`src/rtl/fp_norm_round_if.sv`:
```
// Handshake bundle for the FP normalise/round block.
// master drives operands and out_ready; slave is the block itself.
interface fp_norm_round_if;
   logic        in_valid;
   logic        in_ready;
   logic        in_sign;
   logic [7:0]  in_exp;
   logic [27:0] in_sum;
   logic        out_valid;
   logic        out_ready;
   logic [31:0] out_result;
   logic [3:0]  out_flags;

   modport master (
      output in_valid, in_sign, in_exp, in_sum, out_ready,
      input  in_ready, out_valid, out_result, out_flags
   );

   modport slave (
      input  in_valid, in_sign, in_exp, in_sum, out_ready,
      output in_ready, out_valid, out_result, out_flags
   );
endinterface

```
`src/rtl/fp_norm_round.sv`:
```
// Multi-cycle normaliser and round-to-nearest-even packer for
// single-precision adder results: one shift per cycle, no denormals.
module fp_norm_round (
   input logic           clk,
   input logic           res,
   fp_norm_round_if.slave bus
);

   typedef enum logic [2:0] {
      IDLE, NORM, ROUND, RENORM, DONE
   } state_t;

   state_t             state_q, state_d;
   logic               sign_q, sign_d;
   logic signed [9:0]  exp_q, exp_d;
   logic [26:0]        sum_q, sum_d;
   logic               inexact_q, inexact_d;
   logic [31:0]        result_q, result_d;
   logic [3:0]         flags_q, flags_d;
   logic               inc;
   logic [24:0]        rnd;
   logic               unused_sum;

   assign unused_sum = bus.in_sum[27];

   // Final packing: saturate to signed infinity once exponent reaches 255.
   function automatic logic [35:0] pack(
      input logic              s,
      input logic signed [9:0] e,
      input logic [22:0]       fr,
      input logic              ix
   );
      if (e >= 10'sd255)
         return {s, 8'hFF, 23'h0, 4'b1001};
      return {s, e[7:0], fr, 3'b000, ix};
   endfunction

   // State and datapath registers; reset discards any operation in flight.
   always_ff @(posedge clk or negedge res) begin
      if (!res) begin
         state_q   <= IDLE;
         sign_q    <= 1'b0;
         exp_q     <= '0;
         sum_q     <= '0;
         inexact_q <= 1'b0;
         result_q  <= '0;
         flags_q   <= '0;
      end else begin
         state_q   <= state_d;
         sign_q    <= sign_d;
         exp_q     <= exp_d;
         sum_q     <= sum_d;
         inexact_q <= inexact_d;
         result_q  <= result_d;
         flags_q   <= flags_d;
      end
   end

   // Next state and datapath: one normalising shift or rounding step per cycle.
   always_comb begin
      state_d   = state_q;
      sign_d    = sign_q;
      exp_d     = exp_q;
      sum_d     = sum_q;
      inexact_d = inexact_q;
      result_d  = result_q;
      flags_d   = flags_q;
      inc       = sum_q[1] & (sum_q[0] | sum_q[2]);
      rnd       = {1'b0, sum_q[25:2]} + {24'd0, inc};
      unique case (state_q)
         IDLE: begin
            if (bus.in_valid) begin
               sign_d    = bus.in_sign;
               exp_d     = {2'b00, bus.in_exp};
               sum_d     = bus.in_sum[26:0];
               inexact_d = 1'b0;
               state_d   = NORM;
            end
         end
         NORM: begin
            if (sum_q == 27'd0) begin
               result_d = 32'h0;
               flags_d  = 4'b0010;
               state_d  = DONE;
            end else if (sum_q[26]) begin
               sum_d = {1'b0, sum_q[26:2], sum_q[1] | sum_q[0]};
               exp_d = exp_q + 10'sd1;
            end else if (!sum_q[25]) begin
               if (exp_q <= 10'sd1) begin
                  result_d = 32'h0;
                  flags_d  = 4'b0111;
                  state_d  = DONE;
               end else begin
                  sum_d = {sum_q[25:0], 1'b0};
                  exp_d = exp_q - 10'sd1;
               end
            end else begin
               state_d = ROUND;
            end
         end
         ROUND: begin
            sum_d     = {rnd, sum_q[1:0]};
            inexact_d = sum_q[1] | sum_q[0];
            if (rnd[24]) begin
               state_d = RENORM;
            end else begin
               {result_d, flags_d} = pack(sign_q, exp_q, rnd[22:0],
                                          sum_q[1] | sum_q[0]);
               state_d = DONE;
            end
         end
         RENORM: begin
            sum_d = {1'b0, sum_q[26:1]};
            exp_d = exp_q + 10'sd1;
            {result_d, flags_d} = pack(sign_q, exp_q + 10'sd1,
                                       sum_q[25:3], inexact_q);
            state_d = DONE;
         end
         DONE: begin
            if (bus.out_ready)
               state_d = IDLE;
         end
         default: state_d = IDLE;
      endcase
   end

   // Handshake outputs decoded from state; result held in registers.
   always_comb begin
      bus.in_ready   = (state_q == IDLE);
      bus.out_valid  = (state_q == DONE);
      bus.out_result = result_q;
      bus.out_flags  = flags_q;
   end

endmodule
```
`src/flat_wrapper.sv`:
```
// flat-port wrapper written by rule: the top's interface ports become plain ports
module fp_norm_round_flat 
  (clk, res, bus_in_valid, bus_in_sign, bus_in_exp, bus_in_sum, bus_out_ready, bus_in_ready, bus_out_valid, bus_out_result, bus_out_flags);
  fp_norm_round_if bus_i ();
  input logic clk;
  input logic res;
  input wire logic [$bits(bus_i.in_valid)-1:0] bus_in_valid;
  input wire logic [$bits(bus_i.in_sign)-1:0] bus_in_sign;
  input wire logic [$bits(bus_i.in_exp)-1:0] bus_in_exp;
  input wire logic [$bits(bus_i.in_sum)-1:0] bus_in_sum;
  input wire logic [$bits(bus_i.out_ready)-1:0] bus_out_ready;
  output wire logic [$bits(bus_i.in_ready)-1:0] bus_in_ready;
  output wire logic [$bits(bus_i.out_valid)-1:0] bus_out_valid;
  output wire logic [$bits(bus_i.out_result)-1:0] bus_out_result;
  output wire logic [$bits(bus_i.out_flags)-1:0] bus_out_flags;
  assign bus_i.in_valid = bus_in_valid;
  assign bus_i.in_sign = bus_in_sign;
  assign bus_i.in_exp = bus_in_exp;
  assign bus_i.in_sum = bus_in_sum;
  assign bus_i.out_ready = bus_out_ready;
  assign bus_in_ready = bus_i.in_ready;
  assign bus_out_valid = bus_i.out_valid;
  assign bus_out_result = bus_i.out_result;
  assign bus_out_flags = bus_i.out_flags;
  fp_norm_round u_core (.clk(clk), .res(res), .bus(bus_i));
endmodule
```
`config.mk`:
```
export PLATFORM = sky130hd
export DESIGN_NAME = fp_norm_round_flat
export DESIGN_NICKNAME = d
export VERILOG_FILES = /design/src/rtl/fp_norm_round_if.sv /design/src/rtl/fp_norm_round.sv /design/src/flat_wrapper.sv
export SDC_FILE = /design/constraint.sdc
export NUM_CORES = 1
export LEC_CHECK = 0
export CORE_MARGIN = 5
export CORE_UTILIZATION = 53
export CTS_CLUSTER_SIZE = 20
export DETAILED_ROUTE_END_ITERATION = 16
export PLACE_DENSITY = 0.85
export SYNTH_ARGS = -nofsm -noshare
export SYNTH_HDL_FRONTEND = slang
export SYNTH_SLANG_ARGS = --single-unit
export TNS_END_PERCENT = 50
```
`constraint.sdc`:
```
create_clock -name clk -period 4.3 [get_ports clk]
set_clock_uncertainty 0.2 [all_clocks]
set_input_delay 0.86 -clock clk [delete_from_list [all_inputs] [get_ports clk]]
set_output_delay 0.86 -clock clk [all_outputs]
set_load 0.1 [all_outputs]
```
==> impl_metrics.py, run 1 <==
metrics = {
    "timing": {
        "hold_viol_final": 0,
        "relSlewSlack_pct": 22.0,
        "period_share_pct": 80.6,
        "max_slew.worst_pin.slew_ns": 1.16,
        "slew_viol_final": 0,
        "fin_setup_tns_ns": 0,
        "fin_ws_ns": 0.832,
        "post-route-min-period_ns": 3.47,
        "fmax_ghz": 0.288,
        "setup_viol": 0,
        "rsz0062_at_grt": "false",
    },
    "cells_and_area": {
        "final_common_cell": "dfrtp_1",
        "fill_cells": 894,
        "antenna_cells": 0,
        "final_core_util_pct": 63.0,
        "final_cell_mix": "78 x dfrtp_1, 76 x nand2_1, 74 x clkdlybuf4s50_1, 55 x nor2_1",
        "drive_above_1_share_pct": 8.74,
        "nNetsFinal": 751,
        "synthToLayoutAreaGrowth_pct": 15.9,
        "fin_cells": 845,
    },
    "clocking": {
        "cts-resized-gates": 0,
        "cts_inserted_buffers": 9,
        "h-tree-depth": 3,
        "cts_sinks": 78,
        "cts_tree": "yes",
        "clk_pin_slew_ns": 0.08,
        "clkLatencyLatePin_ns": 0.37,
        "root_buffer": "clkbuf_8",
        "cts_setup_buffers": 0,
        "cts_buffer_depth": 2,
        "cts_hold_buf": 0,
    },
    "critical_path": {
        "r2r_cells": 10,
        "cp-end-kind": "flop",
        "rr_startpoint": "u_core.sum_q[1]",
        "crit_start": "u_core.sum_q[1]",
        "path_max_fanout": 21,
        "worstReg2RegEnd": "u_core.bus.out_result[30]",
        "rrSetupSlack_ns": 0.83,
        "critical_path_class": "flop to flop",
        "startpoint_type": "flop",
        "cp_data_required_time_ns": 4.36,
        "arrival_ns": 3.53,
    },
    "route": {
        "num_vias": 5655,
        "drt_pre_antenna_iters": 5,
        "postRouteAntennaNets": 0,
        "wirelength_mm": 16.7,
        "drc": 0,
        "drt_iter0_drc": 725,
        "wire_per_inst_microns": 19.7,
        "routed_via_density": 6.69,
    },
    "logic_synthesis": {
        "syn_area_per_cell_sq_um": 8.33,
        "async_reset_ff_share_pct": 100,
        "synthCells": 677,
        "synthesis.nets": 724,
        "synth_ff_type": "dfrtp_1",
        "synth_edf_count": 0,
        "synth_cell_types": 74,
        "synth_seq_cells": 78,
        "seq_area_frac_synth_pct": 34.6,
        "ys_warn_count": 0,
        "synth_area_sq_um": 5640,
    },
    "die": {
        "start_util_pct": 54.4,
        "die_area_sq_um": 12800,
        "die_height_microns": 113,
        "core_sq_um": 10400,
        "io_pins": 79,
        "fp.dieW_microns": 113,
        "fp-row-count": 37,
    },
    "pwr": {
        "total_power_mw": 6.10,
        "vdd_ir_drop_max_uv": 551,
        "powerDensity_nw_per_um2": 933,
        "leakage_nw": 2.53,
    },
    "job": {
        "cap_violations": 0,
    },
    "grt": {
        "grt_usage_pct": 26.1,
        "grt_pass1_vias": 5387,
        "grt_first_pass_wirelength_mm": 27.2,
        "overflow": 0,
        "grt_max_degree": 79,
        "antenna_found_initial": 0,
    },
    "placed_design": {
        "portBuffers": 77,
        "gp_congestion": 0.980,
        "hpwl_mm": 11.3,
        "placed_cells": 829,
        "place_ws_ns": 0.953,
    },
    "min_path": {
        "hold_class": "flop to flop",
        "holdPathStages": 2,
        "hold_start": "u_core.bus.out_result[0]",
        "min_to": "u_core.bus.out_result[0]",
    },
    "run_status": {
        "status": "completed",
    },
}
-- registers in the layout, summed over array words and instances (netlist names) --
register	cells
u_core.bus.out_flags	4
u_core.state_q	3
u_core.sum_q	27
u_core.bus.out_result	32
u_core.sign_q	1
u_core.inexact_q	1
u_core.exp_q	10
-- final cells by class --
cell class	instances	area, sq um	share of cell area [%]
multi-input cells	515	3270	50.0
clock buffers	11	151	2.32
repair buffers	94	891	13.6
well taps	136	170	2.60
clock inverters	5	81.3	1.24
inverters	6	22.5	0.345
flip-flops and latches	78	1950	29.9
-- critical path, stage by stage (launching register included) --
cell and delay, ns:
dfrtp_1 0.49, o21a_1 0.17, ha_1 0.21, ha_1 0.23, nand3_1 0.25, nor4_2 0.43
and4_1 0.33, a2bb2oi_4 0.49, buf_4 0.30, a211oi_1 0.07, a21o_1 0.18
-- synth_stat cells, types with 3 or more instances --
master / n / area, sq um
xor2_1: 12 / 105
and3_1: 5 / 31.3
nor2_1: 55 / 206
and4_1: 3 / 26.3
a211o_1: 3 / 26.3
buf_4: 11 / 82.6
a21oi_1: 35 / 175
o22a_1: 5 / 43.8
o21ai_1: 27 / 135
nand2b_1: 8 / 50.1
o211ai_1: 4 / 30.0
o22ai_1: 3 / 18.8
dfrtp_1: 78 / 1950
nor4_2: 5 / 62.6
o2bb2ai_1: 4 / 35.0
nand3_1: 17 / 85.1
buf_2: 30 / 150
nor3_1: 21 / 105
a211oi_1: 9 / 67.6
buf_1: 3 / 11.3
buf_6: 4 / 45.0
nor2b_1: 7 / 43.8
mux2i_1: 4 / 40.0
o21ai_0: 34 / 170
o221ai_1: 3 / 26.3
a22oi_1: 19 / 143
inv_1: 6 / 22.5
nor3b_1: 7 / 52.6
and2_1: 4 / 25.0
or2_2: 6 / 37.5
clkbuf_1: 30 / 113
nor4_1: 13 / 81.3
a21o_1: 10 / 75.1
ha_1: 6 / 75.1
nand4_1: 9 / 56.3
a221o_1: 20 / 200
a31oi_1: 12 / 75.1
nand2_1: 76 / 285
o32ai_1: 7 / 61.3
xnor2_1: 19 / 166
o31ai_1: 4 / 30.0
-- cells by family after synthesis --
kind of cell | count (synthesis) | share of synthesized area, %
and+or+nand+nor | 247 | 22.4
buffers and inverters | 84 | 7.52
adders and majority gates | 6 | 1.33
muxes | 5 | 0.910
xor gates and xnor gates | 31 | 4.82
DFF | 78 | 34.6
AOI/OAI and AO/OA | 226 | 28.4
-- through the flow --
step | hold slack (ns) | instance area [sq um]
floorplan | 0.279 | 5640
global placement | 0.254 | 6300
detailed placement | 0.256 | 6300
CTS | 0.275 | 6530
global route | 0.313 | 6530
finish | 0.271 | 6530
-- routing by layer --
layer  global-route usage (%)  wire (microns)  vias up
li1                         -               -     2553
met1                     34.9            6590     2646
met2                     39.9            7520      389
met3                     5.88            1950       67
met4                     12.7             620        0
met5                        0               0        -
-- power by group --
group / internal [mW] / switching, mW
Sequential: 1.06 / 0.642
Clock: 0.358 / 0.291
Combinational: 1.24 / 2.51
Total: 2.65 / 3.45
-- worst max path at each step --
stage                                end  slack (ns)  depth (start not counted)
5_1_grt        u_core.bus.out_result[30]        0.70                         10
2_1_floorplan               bus_in_ready        0.41                          3
3_5_place_dp   u_core.bus.out_result[30]        0.95                         10
6_report       u_core.bus.out_result[30]        0.83                         10
4_1_cts        u_core.bus.out_result[30]        0.92                         10
3_3_place_gp   u_core.bus.out_result[24]        1.04                         10
No activity file was read; power rests on OpenSTA's default activity.
==> run 2: changes to the inputs <==
--- a/config.mk
+++ b/config.mk
@@ -6,10 +6,10 @@
 export NUM_CORES = 1
 export LEC_CHECK = 0
 export CORE_MARGIN = 5
-export CORE_UTILIZATION = 53
+export CORE_UTILIZATION = 50
 export CTS_CLUSTER_SIZE = 20
 export DETAILED_ROUTE_END_ITERATION = 16
-export PLACE_DENSITY = 0.85
+export PLACE_DENSITY = 0.84
 export SYNTH_ARGS = -nofsm -noshare
 export SYNTH_HDL_FRONTEND = slang
 export SYNTH_SLANG_ARGS = --single-unit
==> constraint.sdc (replaced) <==
create_clock -name clk -period 3.05 [get_ports clk]
set_clock_uncertainty 0.2 [all_clocks]
set_input_delay 0.61 -clock clk [delete_from_list [all_inputs] [get_ports clk]]
set_output_delay 0.61 -clock clk [all_outputs]
set_load 0.1 [all_outputs]
==> run 2 against run 1 <==
  * Power up 48%
  * Sequential cell count unchanged
  * Design area increased by 4.0%
  * Die area up 5.5%
  * Hold slack got worse by 0.18 ns
  * Clock power rose by 47%
  * First-iteration DRC count grew 28%
  * Worst setup slack worse by 0.70 ns
  * Critical endpoint is now u_core.bus.out_result[16]
  * Largest cell class unchanged
==> impl_metrics.py, run 2 (synthesis results as in run 1) <==
metrics = {
    "run_status": {
        "status": "completed",
    },
    "grt": {
        "grt_first_pass_wirelength_mm": 29.2,
        "overflow": 0,
        "grt_max_degree": 47,
        "antenna_found_initial": 0,
        "grt_pass1_vias": 5717,
        "grt_usage_pct": 27.2,
    },
    "route": {
        "drt_pre_antenna_iters": 6,
        "routed_via_density": 6.69,
        "num_vias": 5916,
        "drt_iter0_drc": 929,
        "wire_per_inst_microns": 20.6,
        "drc": 0,
        "wirelength_mm": 18.2,
        "postRouteAntennaNets": 0,
    },
    "critical_path": {
        "startpoint_type": "flop",
        "worstReg2RegEnd": "u_core.bus.out_result[16]",
        "rrSetupSlack_ns": 0.13,
        "r2r_cells": 10,
        "cp_data_required_time_ns": 3.07,
        "crit_end": "u_core.bus.out_result[16]",
        "path_max_fanout": 5,
        "rr_startpoint": "u_core.sum_q[2]",
        "critical_path_class": "flop to flop",
        "cp-end-kind": "flop",
        "crit_start": "u_core.sum_q[2]",
        "arrival_ns": 2.93,
    },
    "min_path": {
        "hold_class": "input pin to asynchronous set/reset pin",
    },
    "clocking": {
        "cts_inserted_buffers": 9,
        "root_buffer": "clkbuf_16",
        "cts_hold_buf": 0,
        "cts_buffer_depth": 2,
        "clkLatencyLatePin_ns": 0.34,
        "cts_sinks": 78,
        "cts_tree": "yes",
        "cts_setup_buffers": 0,
        "cts-resized-gates": 0,
        "clk_pin_slew_ns": 0.06,
        "h-tree-depth": 3,
    },
    "die": {
        "die_area_sq_um": 13500,
        "core_sq_um": 10900,
        "start_util_pct": 51.6,
        "fp-row-count": 38,
        "die_height_microns": 116,
        "fp.dieW_microns": 116,
        "io_pins": 79,
    },
    "cells_and_area": {
        "largest_reg_flops": 32,
        "drive_above_1_share_pct": 17.6,
        "nNetsFinal": 787,
        "synthToLayoutAreaGrowth_pct": 20.5,
        "stdcell_area_sq_um": 6790,
        "fill_cells": 928,
        "final_common_cell": "buf_4",
        "final_cell_mix": "88 x buf_4, 78 x dfrtp_1, 76 x nand2_1, 55 x nor2_1, 38 x clkdlybuf4s50_1",
        "antenna_cells": 0,
    },
    "job": {
        "cap_violations": 0,
    },
    "timing": {
        "fin_setup_tns_ns": 0,
        "relSlewSlack_pct": 58.2,
        "slew_viol_final": 0,
        "max_slew.worst_pin.slew_ns": 0.627,
        "fmax_ghz": 0.343,
        "post-route-min-period_ns": 2.92,
        "setup_viol": 0,
        "rsz0062_at_grt": "false",
        "hold_viol_final": 0,
        "period_share_pct": 95.6,
    },
    "pwr": {
        "powerDensity_nw_per_um2": 1330,
        "leakage_nw": 2.79,
        "vdd_ir_drop_max_uv": 808,
    },
    "placed_design": {
        "hpwl_mm": 12.7,
        "portBuffers": 77,
        "place_area_sq_um": 6540,
        "gp_congestion": 0.931,
    },
}
run 2: cell types whose count changed in the layout (fill, tap and decap cells not counted), sizes merged:
| cell | before | now |
|---|---|---|
| clkdlybuf4s50 | 74 | 38 |
| buf | 20 | 92 |
| clkinvlp | 1 | 0 |
| bufinv | 2 | 0 |
| clkbuf | 11 | 13 |
run 2: layer usage:
layer	vias up	routed length (microns)	track usage, %
met5	-	0	0
met1	2830	7350	36.9
met3	65	2060	6.37
met2	390	8250	41.6
met4	0	565	12.1
li1	2631	-	-
run 2: report_power, final:
group / switching, mW / internal, mW / leakage [nW]
logic: 3.92 / 1.96 / 1.68
registers: 0.688 / 1.50 / 0.989
clock network: 0.407 / 0.545 / 0.123
run 2: through the flow:
stage	total power [mW]	utilization, %	hold slack [ns]	cells	setup slack, ns
finish	9.02	62.1	0.0947	884	0.134
global route	9.51	62.1	0.153	884	0.00180
CTS	8.90	62.1	0.123	884	0.113
detailed placement	7.92	59.8	0.263	869	0.153
global placement	7.73	59.8	0.252	869	0.221
floorplan	6.44	-	0.114	677	0.284
run 2: critical path, cell delays in order (launching register included):
cell and delay, ns:
dfrtp_1 0.42, o21a_1 0.15, ha_1 0.21, ha_1 0.22, nand3_1 0.19, buf_4 0.21, nor4_1 0.42, nand4_1 0.21
xor2_1 0.23, nor2_1 0.07, a221o_1 0.26
run 2: area by class of cell:
cell class	count	area (sq um)	share of cell area [%]
clock buffers	13	240	3.54
clock inverters	2	10.0	0.147
inverters	6	22.5	0.332
multi-input cells	515	3270	48.2
flip-flops and latches	78	1950	28.7
well taps	140	175	2.58
repair buffers	130	1120	16.5
run 2: worst min path at each step:
stage | end | depth (start not counted) | startpoint
2_1_floorplan | u_core.bus.out_flags[0] | 0 | res
3_3_place_gp | u_core.bus.out_result[0] | 2 | u_core.bus.out_result[0]
3_5_place_dp | u_core.bus.out_result[1] | 2 | u_core.bus.out_result[1]
4_1_cts | u_core.exp_q[2] | 1 | res
5_1_grt | u_core.exp_q[5] | 1 | res
6_report | u_core.exp_q[3] | 1 | res
==> run 3: changes to the inputs <==
--- a/config.mk
+++ b/config.mk
@@ -5,7 +5,7 @@
 export SDC_FILE = /design/constraint.sdc
 export NUM_CORES = 1
 export LEC_CHECK = 0
-export CORE_MARGIN = 5
+export CORE_MARGIN = 1.5
 export CORE_UTILIZATION = 50
 export CTS_CLUSTER_SIZE = 20
 export DETAILED_ROUTE_END_ITERATION = 16
==> run 3 against run 2 <==
  * Hold slack got worse by 0.0098 ns
  * Largest power group unchanged
  * Combinational power barely moved
  * Highest routed layer unchanged
  * Critical path depth rose by 1
  * Power rose by 0.45%
  * Clock power rose by 7%
  * Final cell count rose by 0.11%
  * Via count fell by 1.7%
  * Register-to-register slack barely moved
  * Count of clock-buffer cells in the layout rose by 1
  * Global-route usage rose by 2.9 points
  * First-iteration DRC count fell by 14%
==> impl_metrics.py, run 3 (synthesis results as in run 1) <==
metrics = {
    "die": {
        "io_pins": 79,
        "fp.dieW_microns": 109,
        "start_util_pct": 51.6,
        "die_area_sq_um": 11900,
        "die_height_microns": 109,
        "fp-row-count": 38,
        "core_sq_um": 10900,
    },
    "clocking": {
        "cts_inserted_buffers": 9,
        "cts_setup_buffers": 0,
        "clkLatencyLatePin_ns": 0.35,
        "h-tree-depth": 3,
        "root_buffer": "clkbuf_16",
        "clk_pin_slew_ns": 0.06,
        "cts_tree": "yes",
        "cts_buffer_depth": 2,
        "cts_sinks": 78,
    },
    "timing": {
        "fmax_ghz": 0.342,
        "max_slew.worst_pin.slew_ns": 0.752,
        "slew_viol_final": 0,
        "rsz0062_at_grt": "true",
        "hold_viol_final": 0,
        "fin_hold_ws_ns": 0.0849,
        "post-route-min-period_ns": 2.93,
        "setup_viol": 0,
        "relSlewSlack_pct": 49.8,
        "fin_ws_ns": 0.124,
        "period_share_pct": 95.9,
    },
    "placed_design": {
        "place_ws_ns": 0.0165,
        "placed_cells": 870,
        "portBuffers": 77,
        "hpwl_mm": 11.9,
        "place_area_sq_um": 6560,
        "gp_congestion": 0.966,
    },
    "grt": {
        "grt_first_pass_wirelength_mm": 27.7,
        "grt_usage_pct": 30.1,
        "overflow": 0,
        "grt_max_degree": 51,
        "grt_pass1_vias": 5360,
        "antenna_found_initial": 0,
    },
    "critical_path": {
        "arrival_ns": 2.98,
        "cp_data_required_time_ns": 3.11,
        "path_max_fanout": 12,
        "startpoint_type": "flop",
        "critical_path_class": "flop to flop",
        "cp-end-kind": "flop",
    },
    "pwr": {
        "powerDensity_nw_per_um2": 1320,
        "leakage_nw": 2.82,
        "total_power_mw": 9.06,
        "vdd_ir_drop_max_uv": 950,
    },
    "route": {
        "wirelength_mm": 17.4,
        "routed_via_density": 6.57,
        "wire_per_inst_microns": 19.6,
        "postRouteAntennaNets": 0,
        "num_vias": 5813,
        "drt_iter0_drc": 801,
        "drt_pre_antenna_iters": 6,
        "drc": 0,
    },
    "cells_and_area": {
        "final_common_cell": "buf_4",
        "drive_above_1_share_pct": 18.1,
        "stdcell_area_sq_um": 6850,
        "synthToLayoutAreaGrowth_pct": 21.4,
        "fin_cells": 885,
        "multi_input_area_sq_um": 3290,
        "seq_area_sq_um": 1950,
        "antenna_cells": 0,
        "fill_cells": 934,
        "final_cell_mix": "88 x buf_4, 78 x dfrtp_1, 75 x nand2_1, 55 x nor2_1, 38 x clkdlybuf4s50_1",
        "nNetsFinal": 788,
        "largest_reg_flops": 32,
    },
    "min_path": {
        "hold_class": "input pin to asynchronous set/reset pin",
    },
    "job": {
        "cap_violations": 0,
    },
    "run_status": {
        "status": "completed",
    },
}
run 3: where the power goes:
part / leakage [nW] / switching [mW] / internal, mW
logic: 1.70 / 3.94 / 1.98
clock network: 0.133 / 0.430 / 0.591
registers: 0.989 / 0.625 / 1.50
run 3: final timing paths:
kind	slack [ns]	start	cells after the start	to
worst min register to register	0.28	u_core.bus.out_result[1]	2	u_core.bus.out_result[1]
min in group clk	0.28	u_core.bus.out_result[1]	2	u_core.bus.out_result[1]
worst max register to register	0.12	u_core.sum_q[2]	11	u_core.bus.out_result[18]
worst min-delay path	0.08	res	1	u_core.exp_q[0]
worst max-delay path	0.12	u_core.sum_q[2]	11	u_core.bus.out_result[18]
max in group asynchronous	1.96	res	2	u_core.sum_q[10]
run 3: layout make-up:
class | instances | area share [%]
clock buffers | 14 | 3.86
clock inverters | 1 | 0.0731
inverters | 6 | 0.329
multi-input cells | 515 | 48.0
flip-flops and latches | 78 | 28.5
well taps | 140 | 2.56
repair buffers | 131 | 16.7
run 3: worst max-delay path, cell delays in order (launching register included):
cell       delay, ns
dfrtp_1         0.45
o21a_1          0.16
ha_1            0.21
ha_1            0.22
nand3_1         0.21
nor4_2          0.27
and4_4          0.31
a2bb2oi_4       0.21
buf_12          0.17
buf_4           0.16
a22oi_1         0.10
o21ai_0         0.15
run 3: repair_timing:
| item | in CTS | in global routing |
|---|---|---|
| endpoints found under the setup margin | 1 | 30 |
| pin swaps | 0 | 1 |
| hold buffers | 0 | 0 |
| resized for setup | 1 | 4 |
run 3: through the flow:
stage                     util (%)  TNS (ns)
after detailed placement      60.0         0
after global placement        60.0         0
final                         62.6         0
after floorplan                  -         0
after CTS                     62.5         0
after global routing          62.6   -0.0626
run 3: metal layers:
| layer | up-vias | share of wire [%] | global-route usage (%) | wire (microns) |
|---|---|---|---|---|
| met5 | - | 0 | 0 | 0 |
| met4 | 0 | 3.0 | 12.4 | 517 |
| met3 | 60 | 11 | 6.52 | 1980 |
| met2 | 397 | 44 | 44.7 | 7650 |
| met1 | 2727 | 42 | 42.4 | 7240 |
| li1 | 2629 | - | - | - |
